### src/rtl/vm_pkg.sv
// Shared definitions for the vend dispense path:
// request codes, FSM encoding and parameter defaults.
`timescale 1ns/1ps
package vm_pkg;

  localparam logic [1:0] TEA    = 2'd1;
  localparam logic [1:0] COFFEE = 2'd2;
  localparam logic [1:0] CHANGE = 2'd3;

  typedef enum logic [1:0] {
    S_IDLE,
    S_DRIVE,
    S_WAIT_DROP,
    S_FAULT
  } state_t;

  localparam int MOTOR_CYCLES_DEF   = 8;
  localparam int CHANGE_CYCLES_DEF  = 4;
  localparam int TIMEOUT_CYCLES_DEF = 32;
  localparam int FIFO_DEPTH         = 4;

  function automatic int max3(int a, int b, int c);
    int m;
    m = (a > b) ? a : b;
    return (m > c) ? m : c;
  endfunction

endpackage

### src/rtl/dispense_fifo.sv
// 4-entry request queue with two ordered write ports;
// writes beyond free space are dropped, port 1 first.
`timescale 1ns/1ps
module dispense_fifo
  import vm_pkg::*;
(
  input  logic       clk,
  input  logic       rst_n,
  input  logic       wr0_en_i,
  input  logic [1:0] wr0_data_i,
  input  logic       wr1_en_i,
  input  logic [1:0] wr1_data_i,
  input  logic       rd_en_i,
  output logic [1:0] rd_data_o,
  output logic [2:0] count_o,
  output logic       drop_o
);

  logic [1:0] mem_q [FIFO_DEPTH];
  logic [1:0] rp_q;
  logic [1:0] wp_q;
  logic [2:0] cnt_q;
  logic [2:0] free;
  logic [1:0] wp1;
  logic       acc0;
  logic       acc1;

  // A pop on the same edge frees its slot for this cycle's writes.
  always_comb begin
    free = 3'(FIFO_DEPTH) - cnt_q + {2'b0, rd_en_i};
    acc0 = wr0_en_i && (free >= 3'd1);
    acc1 = wr1_en_i && (free >= 3'd2);
    wp1  = wp_q + 2'd1;
  end

  assign drop_o    = (wr0_en_i & ~acc0) | (wr1_en_i & ~acc1);
  assign rd_data_o = mem_q[rp_q];
  assign count_o   = cnt_q;

  always_ff @(posedge clk or negedge rst_n) begin
    if (!rst_n) begin
      for (int i = 0; i < FIFO_DEPTH; i++) begin
        mem_q[i] <= '0;
      end
      rp_q  <= '0;
      wp_q  <= '0;
      cnt_q <= '0;
    end else begin
      if (acc0) mem_q[wp_q] <= wr0_data_i;
      if (acc1) mem_q[wp1]  <= wr1_data_i;
      if (rd_en_i) rp_q <= rp_q + 2'd1;
      wp_q  <= wp_q + {1'b0, acc0} + {1'b0, acc1};
      cnt_q <= cnt_q + {2'b0, acc0} + {2'b0, acc1}
             - {2'b0, rd_en_i};
    end
  end

endmodule

### src/rtl/dispense_controller.sv
// Vend dispense controller: queues vend/change requests
// and sequences motors, change solenoid and drop check.
`timescale 1ns/1ps
module dispense_controller
  import vm_pkg::*;
#(
  parameter int MOTOR_CYCLES   = MOTOR_CYCLES_DEF,
  parameter int CHANGE_CYCLES  = CHANGE_CYCLES_DEF,
  parameter int TIMEOUT_CYCLES = TIMEOUT_CYCLES_DEF
) (
  input  logic clk,
  input  logic rst,
  input  logic deliver_tea,
  input  logic deliver_coffee,
  input  logic change,
  input  logic drop_sense,
  input  logic fault_clr,
  output logic tea_motor,
  output logic coffee_motor,
  output logic change_sol,
  output logic vend_done,
  output logic busy,
  output logic fault,
  output logic overflow
);

  localparam int CW =
    $clog2(max3(MOTOR_CYCLES, CHANGE_CYCLES, TIMEOUT_CYCLES) + 1);

  logic          tea_q;
  logic          cof_q;
  logic          chg_q;
  logic          ds1_q;
  logic          ds2_q;
  logic          ovf_q;
  state_t        state_q;
  state_t        state_d;
  logic [1:0]    code_q;
  logic [1:0]    code_d;
  logic [CW-1:0] cnt_q;
  logic [CW-1:0] cnt_d;
  logic          done_q;
  logic          done_d;

  logic          prod_v;
  logic          wr0_en;
  logic          wr1_en;
  logic [1:0]    wr0_data;
  logic          pop;
  logic [1:0]    head;
  logic [2:0]    count;
  logic          drop;

  // One product entry per cycle, always ahead of a change entry.
  assign prod_v   = tea_q | cof_q;
  assign wr0_en   = prod_v | chg_q;
  assign wr0_data = tea_q ? TEA : (cof_q ? COFFEE : CHANGE);
  assign wr1_en   = prod_v & chg_q;

  dispense_fifo u_fifo (
    .clk        (clk),
    .rst_n      (rst),
    .wr0_en_i   (wr0_en),
    .wr0_data_i (wr0_data),
    .wr1_en_i   (wr1_en),
    .wr1_data_i (CHANGE),
    .rd_en_i    (pop),
    .rd_data_o  (head),
    .count_o    (count),
    .drop_o     (drop)
  );

  always_ff @(posedge clk or negedge rst) begin
    if (!rst) begin
      tea_q   <= 1'b0;
      cof_q   <= 1'b0;
      chg_q   <= 1'b0;
      ds1_q   <= 1'b0;
      ds2_q   <= 1'b0;
      ovf_q   <= 1'b0;
      state_q <= S_IDLE;
      code_q  <= '0;
      cnt_q   <= '0;
      done_q  <= 1'b0;
    end else begin
      tea_q   <= deliver_tea;
      cof_q   <= deliver_coffee;
      chg_q   <= change;
      ds1_q   <= drop_sense;
      ds2_q   <= ds1_q;
      ovf_q   <= ovf_q | drop;
      state_q <= state_d;
      code_q  <= code_d;
      cnt_q   <= cnt_d;
      done_q  <= done_d;
    end
  end

  always_comb begin
    state_d = state_q;
    code_d  = code_q;
    cnt_d   = cnt_q;
    done_d  = 1'b0;
    pop     = 1'b0;
    unique case (state_q)
      S_IDLE: begin
        if (count != 3'd0) begin
          pop     = 1'b1;
          code_d  = head;
          cnt_d   = (head == CHANGE) ? CW'(CHANGE_CYCLES - 1)
                                     : CW'(MOTOR_CYCLES - 1);
          state_d = S_DRIVE;
        end
      end
      S_DRIVE: begin
        if (cnt_q == '0) begin
          if (code_q == CHANGE) begin
            done_d  = 1'b1;
            state_d = S_IDLE;
          end else begin
            cnt_d   = CW'(TIMEOUT_CYCLES - 1);
            state_d = S_WAIT_DROP;
          end
        end else begin
          cnt_d = cnt_q - 1'b1;
        end
      end
      S_WAIT_DROP: begin
        if (ds2_q) begin
          done_d  = 1'b1;
          state_d = S_IDLE;
        end else if (cnt_q == '0) begin
          state_d = S_FAULT;
        end else begin
          cnt_d = cnt_q - 1'b1;
        end
      end
      S_FAULT: begin
        if (fault_clr) state_d = S_IDLE;
      end
      default: state_d = S_IDLE;
    endcase
  end

  assign tea_motor    = (state_q == S_DRIVE) && (code_q == TEA);
  assign coffee_motor = (state_q == S_DRIVE) && (code_q == COFFEE);
  assign change_sol   = (state_q == S_DRIVE) && (code_q == CHANGE);
  assign vend_done    = done_q;
  assign busy         = (state_q != S_IDLE) || (count != 3'd0);
  assign fault        = (state_q == S_FAULT);
  assign overflow     = ovf_q;

endmodule

### config.mk
export PLATFORM = sky130hd
export DESIGN_NAME = dispense_controller
export DESIGN_NICKNAME = d
export VERILOG_FILES = /design/src/rtl/vm_pkg.sv /design/src/rtl/dispense_fifo.sv /design/src/rtl/dispense_controller.sv
export SDC_FILE = /design/constraint.sdc
export NUM_CORES = 1
export LEC_CHECK = 0
export CAP_MARGIN = 10
export CORE_MARGIN = 4
export CORE_UTILIZATION = 45
export CTS_CLUSTER_SIZE = 25
export DETAILED_ROUTE_END_ITERATION = 10
export GPL_TIMING_DRIVEN = 0
export SYNTH_ARGS = -nofsm -noshare
export SYNTH_HDL_FRONTEND = slang
export SYNTH_SLANG_ARGS = --single-unit
### constraint.sdc
create_clock -name clk -period 4.75 [get_ports clk]
set_input_delay 0.7125 -clock clk [delete_from_list [all_inputs] [get_ports clk]]
set_output_delay 0.7125 -clock clk [all_outputs]
set_load 0.02 [all_outputs]
==> results of run 1 <==
per-stage QoR:
stage | hold WS (ns) | power, µW | setup WS, ns | cells
floorplan | 0.331 | 1150 | 1.68 | 177
global placement | 0.337 | 1320 | 1.46 | 238
detailed placement | 0.356 | 1350 | 1.41 | 238
CTS | 0.372 | 1560 | 1.38 | 245
global route | 0.376 | 1700 | 1.18 | 245
finish | 0.364 | 1540 | 1.40 | 245
final cells by class:
cell class / count / area share
flip-flops and latches: 32 / 0.389
well taps: 48 / 0.0292
multi-input cells: 123 / 0.439
inverters: 18 / 0.0328
repair buffers: 13 / 0.0608
clock inverters: 1 / 0.00243
plain buffers: 4 / 0.0115
clock buffers: 6 / 0.0352
critical path, delay by kind of cell (launching register included):
kind,cells,cell delay [ns]
fa+ha+maj,5,1.43
xor+xnor,3,0.55
simple gates,2,0.50
flops,1,0.42
compound gates,1,0.21
buf+inv,3,0.16
sequential cells by signal, summed over array words and instances (netlist names):
name,cells
u_fifo.mem_q,8
cnt_q,6
u_fifo.count_o,3
code_q,2
state_q,2
u_fifo.rp_q,2
u_fifo.wp_q,2
chg_q,1
cof_q,1
ds1_q,1
ds2_q,1
overflow,1
tea_q,1
vend_done,1
worst min-delay path by stage:
stage           from    end  slack [ns]  depth (start not counted)
5_1_grt        ds1_q  ds2_q        0.38                          0
6_report       ds1_q  ds2_q        0.36                          0
2_1_floorplan  ds1_q  ds2_q        0.33                          0
3_5_place_dp   ds1_q  ds2_q        0.36                          0
3_3_place_gp   ds1_q  ds2_q        0.34                          0
4_1_cts        ds1_q  ds2_q        0.37                          0
cell usage in the layout (no fill, tap or decap), types with 2 or more instances in the layout:
| master | Yosys | final |
|---|---|---|
| a211oi_1 | 2 | 2 |
| nor3_1 | 4 | 4 |
| o21ai_0 | 15 | 15 |
| a21oi_1 | 12 | 12 |
| fa_1 | 3 | 3 |
| or3_1 | 3 | 3 |
| buf_2 | 1 | 2 |
| o22ai_1 | 2 | 2 |
| nor2_1 | 9 | 9 |
| mux4_2 | 2 | 2 |
| xnor2_1 | 5 | 5 |
| ha_1 | 9 | 9 |
| clkdlybuf4s50_1 | 0 | 12 |
| clkbuf_8 | 0 | 5 |
| a2bb2oi_1 | 3 | 3 |
| clkbuf_1 | 2 | 3 |
| nand2_1 | 21 | 21 |
| nand3b_1 | 2 | 2 |
| inv_1 | 17 | 17 |
| nor2b_1 | 3 | 3 |
| dfrtp_1 | 32 | 32 |
| nand2b_1 | 3 | 3 |
metal layers:
metal,vias to the layer above,GRT usage,part of all wire
met5,-,0,0
met1,643,0.179,0.45
li1,660,-,-
met3,8,0.0327,0.039
met4,0,0.0585,0.020
met2,23,0.244,0.49
logic make-up after synthesis:
| kind of cell | count (synthesis) | synth area share |
|---|---|---|
| AO/OA/AOI/OAI | 48 | 0.186 |
| XOR/XNOR | 6 | 0.0334 |
| adder cells (fa/ha/maj) | 12 | 0.0961 |
| buffers and inverters | 22 | 0.0508 |
| flip-flops | 32 | 0.446 |
| multiplexers | 2 | 0.0251 |
| AND/OR/NAND/NOR | 55 | 0.163 |
power breakdown:
| group | leakage, µW | internal (µW) | switching (µW) | total [µW] |
|---|---|---|---|---|
| combinational | 0.000483 | 380 | 470 | 849 |
| sequential | 0.000371 | 389 | 105 | 494 |
| clock | 0.0000410 | 99.4 | 95.6 | 195 |
| total | 0.000895 | 868 | 670 | 1540 |
==> results.cfg, run 1 <==
[placement]
gp_routability_congestion = 0.841
place_hpwl_um = 2410
placed_area_mm2 = 0.00198
port_buffers = 13

[cells_and_area]
areaGrowthSynthToFinish_pct = 14.6
postLayoutCellArea_mm2 = 0.00206
area.sequential_um2 = 801
layout.filler_cells = 333
multiInputGateArea_um2 = 905
fin_nets = 216
drive_above_1_share = 0.127
finalCoreUtilization = 0.546
diodes = 0

[worst_setup_path]
critical_path_arrival_ns = 3.56
setup.worst_path.end = u_fifo.count_o[2]
timing.critical_path.fanout_max = 9
path_cells = nor3_1, nand2b_1, ha_1, inv_1, ha_1, xor2_2, o31a_4, inv_2, ha_1, inv_1, fa_1, fa_1, xnor2_1, xnor2_1
timing.critical_path.to_type = flip-flop
endpoint_required_time_on_the_critical_path_ns = 4.96
critPathMostFrequentCell = ha_1
path_class = reg -> reg
setup.worst_path.start = u_fifo.count_o[0]
crit_path_start_kind = flip-flop
timing.rr.end = u_fifo.count_o[2]
timing.rr.start = u_fifo.count_o[0]
r2r_cells = 14
setup.reg_to_reg.worst_slack_ns = 1.40
crit_path_max_incr_delay_ns = 0.42
timing.critical_path.slowest_stage_cell = dfrtp_1

[cts]
cts_resized = 0
cts_tree = yes
post_cts_repair_setup_buffers = 0
clock_tree.root_cell = clkbuf_8
clock_path_buffers = 2
htree_levels = 2
cts_num_sinks = 32
cts_inserted_buffers = 5
clkLatencyLatePin_ns = 0.28
path_clk_slew_ns = 0.06
ctsHoldBuffers = 0

[timing]
setup_repair_after_global_routing_missed_its_margin = no
final_setup_violations = 0
fmax_ghz = 0.298
max_slew_margin = 0.499
final_min_period_over_clock_period = 0.706
fin_crit_ns = 3.35
hold_viol = 0
worst_clock_skew_ns = 0.00533
final_max_slew_viols = 0
tightest_slew_ns = 0.744
finalSetupTns_ns = 0

[grt]
grt_pass1_vias = 1348
initial_antenna_violation_count = 0
gr-total-overflow = 0
maximum_number_of_pins_on_one_net_before_global_route_repair = 33
grt_pass1_wl_um = 5960
globalRouteTotalUtil = 0.145

[synthesis]
ys_dominant_reg_cell = dfrtp_1
seq_area_frac_synth = 0.446
synth_top_area_share = 0.446
yosys-top-cells-count = dfrtp_1 (32), nand2_1 (21), inv_1 (17)
synth_nets = 196
postSynthAreaPerCell_um2 = 10.2
synthesis.instances = 177
yosysMostFrequentCell = dfrtp_1
post_synth_instance_area_mm2 = 0.00180
synthesis_stage_register_bit_count = 32
yosysWarnings = 0
ffs_w_async_s_r_synth = 1.00
synth_cell_types = 47
netlist.top_cell.by_area = dfrtp_1
synth_edf_count = 0
yosys-top-cells-area = dfrtp_1 (45%), ha_1 (6.3%), nand2_1 (4.4%)

[status]
run_status = complete, no violations

[die]
fp.dieW_um = 71.2
core-area_mm2 = 0.00377
boundaryPins = 14
die_h_um = 71.2
floorplan.initialDensity = 0.476
dieArea_mm2 = 0.00507
std_cell_rows = 22

[routing]
avgViaCountPerCell = 5.44
dr_total_vias = 1334
drtPass1Iterations = 4
finalWirelength_um = 3330
postRouteAntennaNets = 0
number_of_violations_reported_at_the_end_of_detailed_routing_iteration_0 = 47
avgRoutedWirePerCell_um = 13.6
residual_drc_count = 0

[min_path]
hold_path.class = reg -> reg

[power]
power-per-cell-area_mw_per_mm2 = 747
maximum_ir_drop_on_the_vdd_rail_mv = 0.310
static-leakage-power_uw = 0.000895

[flow_run]
cap_violations = 0
Power figures use the tool's default switching activity.
==> inputs of run 2 (changes only) <==
==> constraint.sdc (replaced) <==
create_clock -name clk -period 3.15 [get_ports clk]
set_input_delay 0.4725 -clock clk [delete_from_list [all_inputs] [get_ports clk]]
set_output_delay 0.4725 -clock clk [all_outputs]
set_load 0.02 [all_outputs]
==> results.cfg, run 2 (same netlist as run 1, synthesis figures left out) <==
[status]
run_status = complete, no violations

[cts]
htree_levels = 2
cts_tree = yes
cts_inserted_buffers = 5
clkLatencyLatePin_ns = 0.28
ctsHoldBuffers = 0
cts_num_sinks = 32
clock_path_buffers = 2
path_clk_slew_ns = 0.06
clock_tree.root_cell = clkbuf_8

[routing]
finalWirelength_um = 3510
dr_total_vias = 1370
avgViaCountPerCell = 5.37
number_of_violations_reported_at_the_end_of_detailed_routing_iteration_0 = 49
drtPass1Iterations = 4
residual_drc_count = 0
avgRoutedWirePerCell_um = 13.8
postRouteAntennaNets = 0

[timing]
final_setup_violations = 0
hold_viol = 0
final_min_period_over_clock_period = 0.961
fmax_ghz = 0.330
tightest_slew_ns = 0.762
max_slew_margin = 0.487
worst_clock_skew_ns = 0.00482
hold_slack_ns = 0.240
fin_crit_ns = 3.03
final_max_slew_viols = 0

[worst_setup_path]
path_depth = 13
timing.critical_path.fanout_max = 4
critical_path_arrival_ns = 3.19
cp.buffers_inverters = 3
cpLargestDelayFamily = adder cells
crit_path_start_kind = flip-flop
path_cells = nor3_4, nand2b_4, ha_1, inv_1, ha_1, xor2_2, buf_4, buf_4, o221a_2, fa_2, fa_2, xnor2_2, xnor2_1
timing.critical_path.to_type = flip-flop
r2r_cells = 13
crit_path_max_incr_delay_ns = 0.42
path_class = reg -> reg
setup.reg_to_reg.worst_slack_ns = 0.12
timing.critical_path.slowest_stage_cell = dfrtp_2
timing.rr.start = u_fifo.count_o[2]
endpoint_required_time_on_the_critical_path_ns = 3.31
timing.rr.end = u_fifo.count_o[2]

[die]
boundaryPins = 14
core-area_mm2 = 0.00377
fp.dieW_um = 71.2
die_h_um = 71.2
std_cell_rows = 22
floorplan.initialDensity = 0.476
dieArea_mm2 = 0.00507

[cells_and_area]
multiInputGateArea_um2 = 948
areaGrowthSynthToFinish_pct = 21.6
drive_above_1_share = 0.208
diodes = 0
register_ranked_first_by_flip_flop_count = u_fifo.mem_q
area.sequential_um2 = 802
finalCoreUtilization = 0.579
layout.filler_cells = 319
layout_commonest_cell = dfrtp_1
fin_nets = 226
number_of_flip_flops_under_the_largest_register_name = 8
layout_common_cells = dfrtp_1 (31), nand2_1 (21), inv_1 (16)

[grt]
grt_pass1_vias = 1397
maximum_number_of_pins_on_one_net_before_global_route_repair = 33
gr-total-overflow = 0
globalRouteTotalUtil = 0.149
initial_antenna_violation_count = 0
grt_pass1_wl_um = 6130

[power]
maximum_ir_drop_on_the_vdd_rail_mv = 0.518
static-leakage-power_uw = 0.000951
total_power_uw = 2550
switching_share = 0.424
power.combinational.fraction = 0.594
share_seq_of_total_power = 0.291
power_report.internal_total_uw = 1470
power.net_switching_uw = 1080
power-per-cell-area_mw_per_mm2 = 1170
p_clk_frac = 0.115

[flow_run]
cap_violations = 0

[min_path]
hold_path.class = in -> async

[placement]
port_buffers = 13
place_hpwl_um = 2410
gp_routability_congestion = 0.841
## run 2: metrics by stage
stage	setup WS (ns)	TNS, ns	instance area, µm²	instances
finish	0.122	0	2180	255
global route	-0.0288	-0.0288	2180	255
CTS	0.0290	0	2130	252
detailed placement	-0.194	-0.194	1980	238
global placement	-0.141	-0.141	1990	238
floorplan	0.0840	0	1800	177
## run 2: what timing repair did
item / CTS / global route
setup endpoints to repair: 1 / 1
gates resized for setup: 8 / 5
buffers inserted: 7 / 3
pin swaps: 4 / 3
gates cloned: 0 / 0
## run 2: worst max-delay path by stage
stage                     slack [ns]                end         startpoint
after floorplan                 0.08  u_fifo.count_o[2]  u_fifo.count_o[0]
after global placement         -0.14  u_fifo.count_o[2]  u_fifo.count_o[0]
after detailed placement       -0.19  u_fifo.count_o[2]  u_fifo.count_o[0]
after CTS                       0.03  u_fifo.count_o[2]  u_fifo.count_o[2]
after global routing           -0.03  u_fifo.count_o[2]         state_q[1]
final                           0.12  u_fifo.count_o[2]  u_fifo.count_o[2]
## run 2: worst reg2reg max path: stages (launching register included)
cell and delay (ns):
dfrtp_2 0.42, nor3_4 0.19, nand2b_4 0.16, ha_1 0.14, inv_1 0.04, ha_1 0.20
xor2_2 0.19, buf_4 0.13, buf_4 0.12, o221a_2 0.27, fa_2 0.38, fa_2 0.39
xnor2_2 0.15, xnor2_1 0.12
## run 2: area by class of cell
type / instances / share of cell area
clock inverters: 1 / 0.00229
inverters: 18 / 0.0332
flip-flops and latches: 32 / 0.367
multi-input cells: 123 / 0.434
plain buffers: 4 / 0.0109
repair buffers: 23 / 0.0916
clock buffers: 6 / 0.0332
well taps: 48 / 0.0275
## run 2: power groups by stage
stage / combinational [µW] / clock (µW) / sequential (µW)
finish: 1520 / 294 / 742
global route: 1730 / 324 / 765
CTS: 1420 / 309 / 732
detailed placement: 1280 / 0 / 749
global placement: 1250 / 0 / 741
floorplan: 1030 / 0 / 709
## run 2: per-layer routing
metal / wire length (µm) / share of wire / GRT usage / vias to the layer above
li1: - / - / - / 678
met1: 1550 / 0.44 / 0.178 / 666
met2: 1760 / 0.50 / 0.255 / 19
met3: 139 / 0.040 / 0.0455 / 7
met4: 59 / 0.017 / 0.0501 / 0
met5: 0 / 0 / 0 / -
==> inputs of run 3 (changes only) <==
--- a/config.mk
+++ b/config.mk
@@ -10,6 +10,7 @@
 export CORE_UTILIZATION = 45
 export CTS_CLUSTER_SIZE = 25
 export DETAILED_ROUTE_END_ITERATION = 10
+export GPL_ROUTABILITY_DRIVEN = 0
 export GPL_TIMING_DRIVEN = 0
 export SYNTH_ARGS = -nofsm -noshare
 export SYNTH_HDL_FRONTEND = slang
==> constraint.sdc (replaced) <==
create_clock -name clk -period 2.8 [get_ports clk]
set_input_delay 0.42 -clock clk [delete_from_list [all_inputs] [get_ports clk]]
set_output_delay 0.42 -clock clk [all_outputs]
set_load 0.02 [all_outputs]
==> results.cfg, run 3 (same netlist as run 1, synthesis figures left out) <==
[worst_setup_path]
timing.critical_path.fanout_max = 2
setup.reg_to_reg.worst_slack_ns = -0.11
endpoint_required_time_on_the_critical_path_ns = 2.96
critical_path_arrival_ns = 3.07
cpLargestDelayFamily = adder cells
path_cells = nor3_4, nand2b_4, ha_4, inv_2, ha_4, xor2_2, o31a_4, inv_4, ha_4, inv_2, fa_2, fa_2, xnor2_2, xnor2_1
crit_path_max_incr_delay_ns = 0.42
path_class = reg -> reg
r2r_cells = 14
crit_path_start_kind = flip-flop
cp.buffers_inverters = 3
critPathMostFrequentCell = ha_4
timing.critical_path.slowest_stage_cell = dfrtp_2
timing.critical_path.to_type = flip-flop
path_depth = 14

[die]
core-area_mm2 = 0.00377
floorplan.initialDensity = 0.476
dieArea_mm2 = 0.00507
std_cell_rows = 22
die_h_um = 71.2
boundaryPins = 14
fp.dieW_um = 71.2

[routing]
drtPass1Iterations = 4
residual_drc_count = 0
number_of_violations_reported_at_the_end_of_detailed_routing_iteration_0 = 57
finalWirelength_um = 3780
avgViaCountPerCell = 5.33
postRouteAntennaNets = 0
dr_total_vias = 1401
avgRoutedWirePerCell_um = 14.4

[flow_run]
cap_violations = 0

[grt]
grt_pass1_wl_um = 6730
gr-total-overflow = 0
grt_pass1_vias = 1469
globalRouteTotalUtil = 0.168
initial_antenna_violation_count = 0
maximum_number_of_pins_on_one_net_before_global_route_repair = 33

[timing]
final_min_period_over_clock_period = 1.04
fin_crit_ns = 2.91
max_slew_margin = 0.512
final_max_slew_viols = 0
timing.final.ws_setup_ns = -0.109
tightest_slew_ns = 0.732
hold_viol = 0
fmax_ghz = 0.344
final_setup_violations = 1
setup_repair_after_global_routing_missed_its_margin = yes
worst_clock_skew_ns = 0.00551

[placement]
port_buffers = 13
place_hpwl_um = 2530
dpl_worst_slack_ns = -0.339

[cells_and_area]
layout_commonest_cell = dfrtp_1
areaGrowthSynthToFinish_pct = 27.2
register_ranked_first_by_flip_flop_count = u_fifo.mem_q
number_of_flip_flops_under_the_largest_register_name = 8
layout_common_cells = dfrtp_1 (31), nand2_1 (21), buf_4 (17)
fin_nets = 233
drive_above_1_share = 0.260
diodes = 0

[status]
failing_checks = negative setup slack
run_status = complete, but fails checks

[power]
static-leakage-power_uw = 0.000990
power-per-cell-area_mw_per_mm2 = 1340
maximum_ir_drop_on_the_vdd_rail_mv = 0.754
total_power_uw = 3060

[min_path]
hold_path.class = in -> async

[cts]
clkLatencyLatePin_ns = 0.29
htree_levels = 2
clock_tree.root_cell = clkbuf_8
cts_inserted_buffers = 5
path_clk_slew_ns = 0.07
clock_path_buffers = 2
cts_tree = yes
cts_num_sinks = 32
-- run 3: area by class of cell --
type / instances / area (µm²)
inverter: 18 / 70.1
clock buffer: 8 / 90.1
fill: 316 / 1490
buffer: 4 / 23.8
timing repair buffer: 30 / 253
sequential: 32 / 802
multi-input combinational: 123 / 986
tap: 48 / 60.1
-- run 3: power breakdown --
part / internal, µW / switching, µW / total (µW)
logic: 920 / 935 / 1850
clock network: 201 / 173 / 374
registers: 661 / 173 / 834
-- run 3: timing repair --
action	CTS	global route
resized for setup	9	1
setup endpoints to repair	2	2
buffers inserted	15	2
hold buffers	0	0
pin swaps	8	7
-- run 3: path summary, 6_finish.rpt --
kind | start | endpoint
worst max-delay path | u_fifo.count_o[2] | u_fifo.count_o[2]
worst min-delay path | rst | state_q[1]
worst max register to register | u_fifo.count_o[2] | u_fifo.count_o[2]
worst min register to register | ds1_q | ds2_q
max in group asynchronous | rst | u_fifo.count_o[2]
min in group clk | ds1_q | ds2_q
-- run 3: per-stage QoR --
step	utilization	std cells	hold WS, ns	cell area, µm²	setup TNS, ns
final	0.606	263	0.188	2280	-0.109
after floorplan	-	177	0.124	1820	-0.125
after detailed placement	0.532	238	0.335	2010	-0.524
after global routing	0.606	263	0.249	2280	-0.179
after global placement	0.534	238	0.336	2010	-0.427
after CTS	0.600	261	0.215	2260	-0.134
-- run 3: metal layers --
metal  up-vias  share of wire  global-route usage
li1        689              -                   -
met2        23           0.53               0.282
met3         4          0.034              0.0526
met1       685           0.43               0.201
met5         -              0                   0
met4         0         0.0090              0.0626
